`src/rtl/sub_pkg.sv`:
```
// Shared definitions for the bit-serial subtractor.
//   DEFAULT_WIDTH : default operand/result width
//   state_t       : controller states (IDLE, RUN, DONE)
package sub_pkg;

    localparam int DEFAULT_WIDTH = 8;

    typedef enum logic [1:0] {
        IDLE = 2'd0,
        RUN  = 2'd1,
        DONE = 2'd2
    } state_t;

endpackage : sub_pkg

```
`src/rtl/full_sub_cell.sv`:
```
// Single-bit full subtractor computing a - b - bin.
//   a, b, bin : minuend bit, subtrahend bit, borrow-in
//   d         : difference bit
//   bo        : borrow-out
module full_sub_cell (
    input  logic a,
    input  logic b,
    input  logic bin,
    output logic d,
    output logic bo
);

    assign d  = a ^ b ^ bin;
    assign bo = (~a & b) | (b & bin) | (~a & bin);

endmodule : full_sub_cell

```
`src/rtl/serial_subtractor.sv`:
```
// Bit-serial subtractor: diff = a - b - bin (mod 2^WIDTH), one bit per
// clock, LSB first. Operands are captured when start is accepted in IDLE;
// results, borrow-out, signed overflow and zero flag are registered on the
// final bit and held until the next completion or reset.
//   clk, rst       : clock, synchronous active-high reset
//   start          : request an operation (honoured in IDLE only)
//   a, b, bin      : minuend, subtrahend, borrow-in
//   busy           : high while the bits are being processed
//   done           : one-cycle pulse when results become valid
//   diff, bout     : difference and final borrow-out
//   ovf, zero      : two's-complement overflow, diff == 0
//
// state | meaning
// IDLE  | waiting for start
// RUN   | processing one bit per cycle, LSB first
// DONE  | results valid, done pulse high
module serial_subtractor
    import sub_pkg::*;
#(
    parameter int WIDTH = DEFAULT_WIDTH
) (
    input  logic             clk,
    input  logic             rst,
    input  logic             start,
    input  logic [WIDTH-1:0] a,
    input  logic [WIDTH-1:0] b,
    input  logic             bin,
    output logic             busy,
    output logic             done,
    output logic [WIDTH-1:0] diff,
    output logic             bout,
    output logic             ovf,
    output logic             zero
);

    localparam int               CNT_W    = $clog2(WIDTH);
    localparam logic [CNT_W-1:0] LAST_BIT = CNT_W'(WIDTH - 1);

    state_t             r_state;
    logic [CNT_W-1:0]   r_cnt;
    logic [WIDTH-1:0]   r_a;
    logic [WIDTH-1:0]   r_b;
    logic [WIDTH-1:0]   r_d;
    logic               r_br;
    logic               r_busy;
    logic               r_done;
    logic [WIDTH-1:0]   r_diff;
    logic               r_bout;
    logic               r_ovf;
    logic               r_zero;

    logic               w_d;
    logic               w_bo;
    logic [WIDTH-1:0]   w_d_next;
    logic               w_ovf;

    full_sub_cell u_cell (
        .a   (r_a[0]),
        .b   (r_b[0]),
        .bin (r_br),
        .d   (w_d),
        .bo  (w_bo)
    );

    // Result bits enter at the MSB so after WIDTH shifts bit 0 sits at the LSB.
    assign w_d_next = {w_d, r_d[WIDTH-1:1]};

    // On the last bit r_a[0]/r_b[0] hold the original operand MSBs and w_d is
    // the result MSB.
    assign w_ovf = (r_a[0] ^ r_b[0]) & (w_d ^ r_a[0]);

    always_ff @(posedge clk) begin
        if (rst) begin
            r_state <= IDLE;
            r_cnt   <= '0;
            r_a     <= '0;
            r_b     <= '0;
            r_d     <= '0;
            r_br    <= 1'b0;
            r_busy  <= 1'b0;
            r_done  <= 1'b0;
            r_diff  <= '0;
            r_bout  <= 1'b0;
            r_ovf   <= 1'b0;
            r_zero  <= 1'b0;
        end else begin
            case (r_state)
                IDLE: begin
                    r_done <= 1'b0;
                    if (start) begin
                        r_a     <= a;
                        r_b     <= b;
                        r_br    <= bin;
                        r_d     <= '0;
                        r_cnt   <= '0;
                        r_busy  <= 1'b1;
                        r_state <= RUN;
                    end
                end
                RUN: begin
                    r_a  <= r_a >> 1;
                    r_b  <= r_b >> 1;
                    r_br <= w_bo;
                    r_d  <= w_d_next;
                    if (r_cnt == LAST_BIT) begin
                        r_busy  <= 1'b0;
                        r_done  <= 1'b1;
                        r_diff  <= w_d_next;
                        r_bout  <= w_bo;
                        r_ovf   <= w_ovf;
                        r_zero  <= (w_d_next == '0);
                        r_state <= DONE;
                    end else begin
                        r_cnt <= r_cnt + 1'b1;
                    end
                end
                DONE: begin
                    r_done  <= 1'b0;
                    r_state <= IDLE;
                end
                default: begin
                    r_busy  <= 1'b0;
                    r_done  <= 1'b0;
                    r_state <= IDLE;
                end
            endcase
        end
    end

    assign busy = r_busy;
    assign done = r_done;
    assign diff = r_diff;
    assign bout = r_bout;
    assign ovf  = r_ovf;
    assign zero = r_zero;

endmodule : serial_subtractor
```
`config.mk`:
```
export PLATFORM = sky130hd
export DESIGN_NAME = serial_subtractor
export DESIGN_NICKNAME = d
export VERILOG_FILES = /design/src/rtl/sub_pkg.sv /design/src/rtl/full_sub_cell.sv /design/src/rtl/serial_subtractor.sv
export SDC_FILE = /design/constraint.sdc
export NUM_CORES = 1
export LEC_CHECK = 0
export ABC_AREA = 1
export BUFFER_PORTS_ARGS = -buffer_cell sky130_fd_sc_hd__buf_2
export CORE_ASPECT_RATIO = 0.9
export CORE_MARGIN = 2
export CORE_UTILIZATION = 35
export CTS_BUF_LIST = sky130_fd_sc_hd__clkbuf_16
export DETAILED_ROUTE_END_ITERATION = 6
export MAX_ROUTING_LAYER = met4
export PLACE_DENSITY = 0.54
export SYNTH_ARGS = -nofsm -noshare
export SYNTH_HDL_FRONTEND = slang
export SYNTH_SLANG_ARGS = --single-unit
```
`constraint.sdc`:
```
create_clock -name clk -period 4 [get_ports clk]
set_clock_uncertainty 0.2 [all_clocks]
set_input_delay 0.6 -clock clk [delete_from_list [all_inputs] [get_ports clk]]
set_output_delay 0.6 -clock clk [all_outputs]
set_load 0.05 [all_outputs]
```
==> flow_summary.ini <==
[yosys]
yosys_warnings = 0
synth.distinct_cells = 22
synthesis.nets = 291
synth-seq-cells = 42
synth_cells = 267
syn_area_per_cell_sq_um = 7.01
synth_area_sq_mm = 0.00187
yosysSeqAreaShare_pct = 44.9

[placement]
hpwlAfterDp_mm = 2.84
pre_cts_ws_ps = 1880
gp_congestion = 0.780
portBuffers = 32
place_area_sq_mm = 0.00206

[global_routing]
antenna_found_initial = 0
globalRouteOverflowTotal = 0
grt_max_degree = 23
grt.total_usage_pct = 16.2
grt_pass1_vias = 1560
grt_pass1_wl_mm = 7.21

[sta]
min_period_ps = 2010
fin_tns_setup_ps = 0
finalHoldViolCount = 0
fmax_ghz = 0.498
worstMarginPinSlew_ps = 844
slew_violations = 0
post-route-period-util_pct = 50.2
rsz0062_at_grt = false
slew_headroom_pct = 43.7
setup_violations = 0
fin_ws_ps = 1990

[clock_network]
cts_sinks = 42
clk_pin_slew_ps = 60
clk-insertion-delay-late_ps = 280
h-tree-depth = 2
cts_made_buffers = 5
postCtsSetupBuffers = 0
cts_root_buf = clkbuf_16
clock_path_buffers = 2
ctsHoldBuffers = 0
cts_tree = done
post_cts.resized_instances = 0

[worst_setup_path]
cp-endpoint = ovf
crit_path_frequent_cell = nand2_1
critPathTopFamily = simple AND/OR/NAND/NOR gates
path_buf_inv = 2
startpoint = r_state[0]
end_kind = register
path_class = reg2reg
reg2reg_to = ovf
r2r_cells = 6
start_kind = register
worstReg2RegStart = r_state[0]
crit_path_max_fanout = 22
slowest_delay_ps = 550
path_cells = inv_2 -> nor2_4 -> nand2_1 -> a21oi_1 -> nand2_1 -> inv_1
arrival_ps = 2040
cp.depth = 6
required_ps = 4030
r2r_slack_ps = 1990
crit_path_top_delay_cell = dfxtp_1

[pwr]
ir_worst_vdd_mv = 0.193
leakagePower_nw = 1.09
powerDensity_mw_per_mm2 = 427

[drt]
wl_per_cell_microns = 11.2
drc = 0
ant_nets = 0
wirelength_mm = 4.09
drtIter0Drc = 81
dr.pass1.iters = 4
vias_per_cell = 4.47
vias = 1631

[die]
die_y_microns = 73.4
die_area_sq_mm = 0.00595
core_area_sq_mm = 0.00519
num_rows = 25
die_width_microns = 81.1
start_util_pct = 36.0
num_io_pins = 33

[finish]
mostFrequentLayoutCells = 55 x nand2_1, 51 x nor2_1, 42 x dfxtp_1
final_common_cell = nand2_1
syn_to_final_growth_pct = 17.7
nNetsFinal = 321
antenna_cells = 0
post-route-util_pct = 42.4
stdcell_area_sq_mm = 0.00220
drive_above_1_share_pct = 16.4

[run]
maxCapViolCount = 0

[status]
status = complete, no violations

[worst_hold_path]
hp-class = reg2reg
-- worst min-delay path by stage --
stage,slack (ps),depth (start not counted),to,start
after floorplan,240,2,r_a[2],r_a[2]
after global placement,250,2,r_a[2],r_a[2]
after detailed placement,260,2,r_a[2],r_a[2]
after CTS,260,2,r_a[2],r_a[2]
after global routing,280,2,r_a[3],r_a[3]
final,260,2,r_a[2],r_a[2]
-- cells by family (layout without fill, tap and decap cells) --
kind of cell / after synthesis / in the layout / synth area share (%)
flops: 42 / 42 / 45.0
fa+ha+maj: 4 / 4 / 3.08
simple gates: 153 / 153 / 35.4
buf+inv: 44 / 75 / 9.97
compound gates: 24 / 24 / 6.62
-- cell type report --
class                           instances  area, sq um
Clock buffer                            5          125
Clock inverter                          3         12.5
Fill cell                             577         2990
Inverter                               34          128
Multi-Input combinational cell        181          843
Sequential cell                        42          841
Tap cell                               67         83.8
Timing Repair Buffer                   33          168
-- cell usage after synthesis --
cell | instances | share of area (%)
o21ai_2 | 1 | 0.47
fa_1 | 1 | 1.1
nand2_1 | 55 | 11
buf_1 | 1 | 0.20
nand3_1 | 30 | 8.0
o21ai_0 | 13 | 3.5
nand2_2 | 1 | 0.33
dfxtp_1 | 42 | 45
buf_4 | 3 | 1.2
nand2_4 | 2 | 1.2
buf_6 | 1 | 0.60
ha_1 | 3 | 2.0
o21ai_1 | 1 | 0.27
or2_2 | 2 | 0.67
nor2_4 | 2 | 1.2
nor2_1 | 51 | 10
nor3_1 | 10 | 2.7
a21oi_1 | 9 | 2.4
inv_2 | 2 | 0.40
buf_2 | 2 | 0.54
clkbuf_1 | 3 | 0.60
inv_1 | 32 | 6.4
-- where the power goes --
group | leakage (nW) | total (W) | switching [W] | internal, W
Clock | 0.0724 | 0.000384 | 0.000159 | 0.000226
Sequential | 0.343 | 0.000448 | 0.0000108 | 0.000437
Combinational | 0.673 | 0.000108 | 0.0000680 | 0.0000396
-- tightest hold or removal path, cell delays in order, from the launching register on --
cell,delay (ps)
dfxtp_1,310
nand2_1,60
a21oi_1,50
-- per-stage QoR --
step                      power (W)  std cells  hold WS (ps)
after detailed placement   0.000565        357           255
final                      0.000940        365           264
after CTS                  0.000954        365           264
after global placement     0.000565        357           251
after global routing       0.000991        365           282
after floorplan            0.000538        267           239
-- layer usage --
metal / global-route usage [%] / routed length [microns]
met4: 5.65 / 55
met5: - / 0
met3: 4.30 / 180
met1: 21.7 / 2170
met2: 23.5 / 1680
-- sequential cells by signal (all words and copies together) (netlist names) --
signal   cells
diff         8
done         1
busy         1
bout         1
r_b          8
r_br         1
r_d          7
r_cnt        3
r_a          8
zero         1
ovf          1
r_state      2
Note: power is estimated with default switching activity, not from simulation.
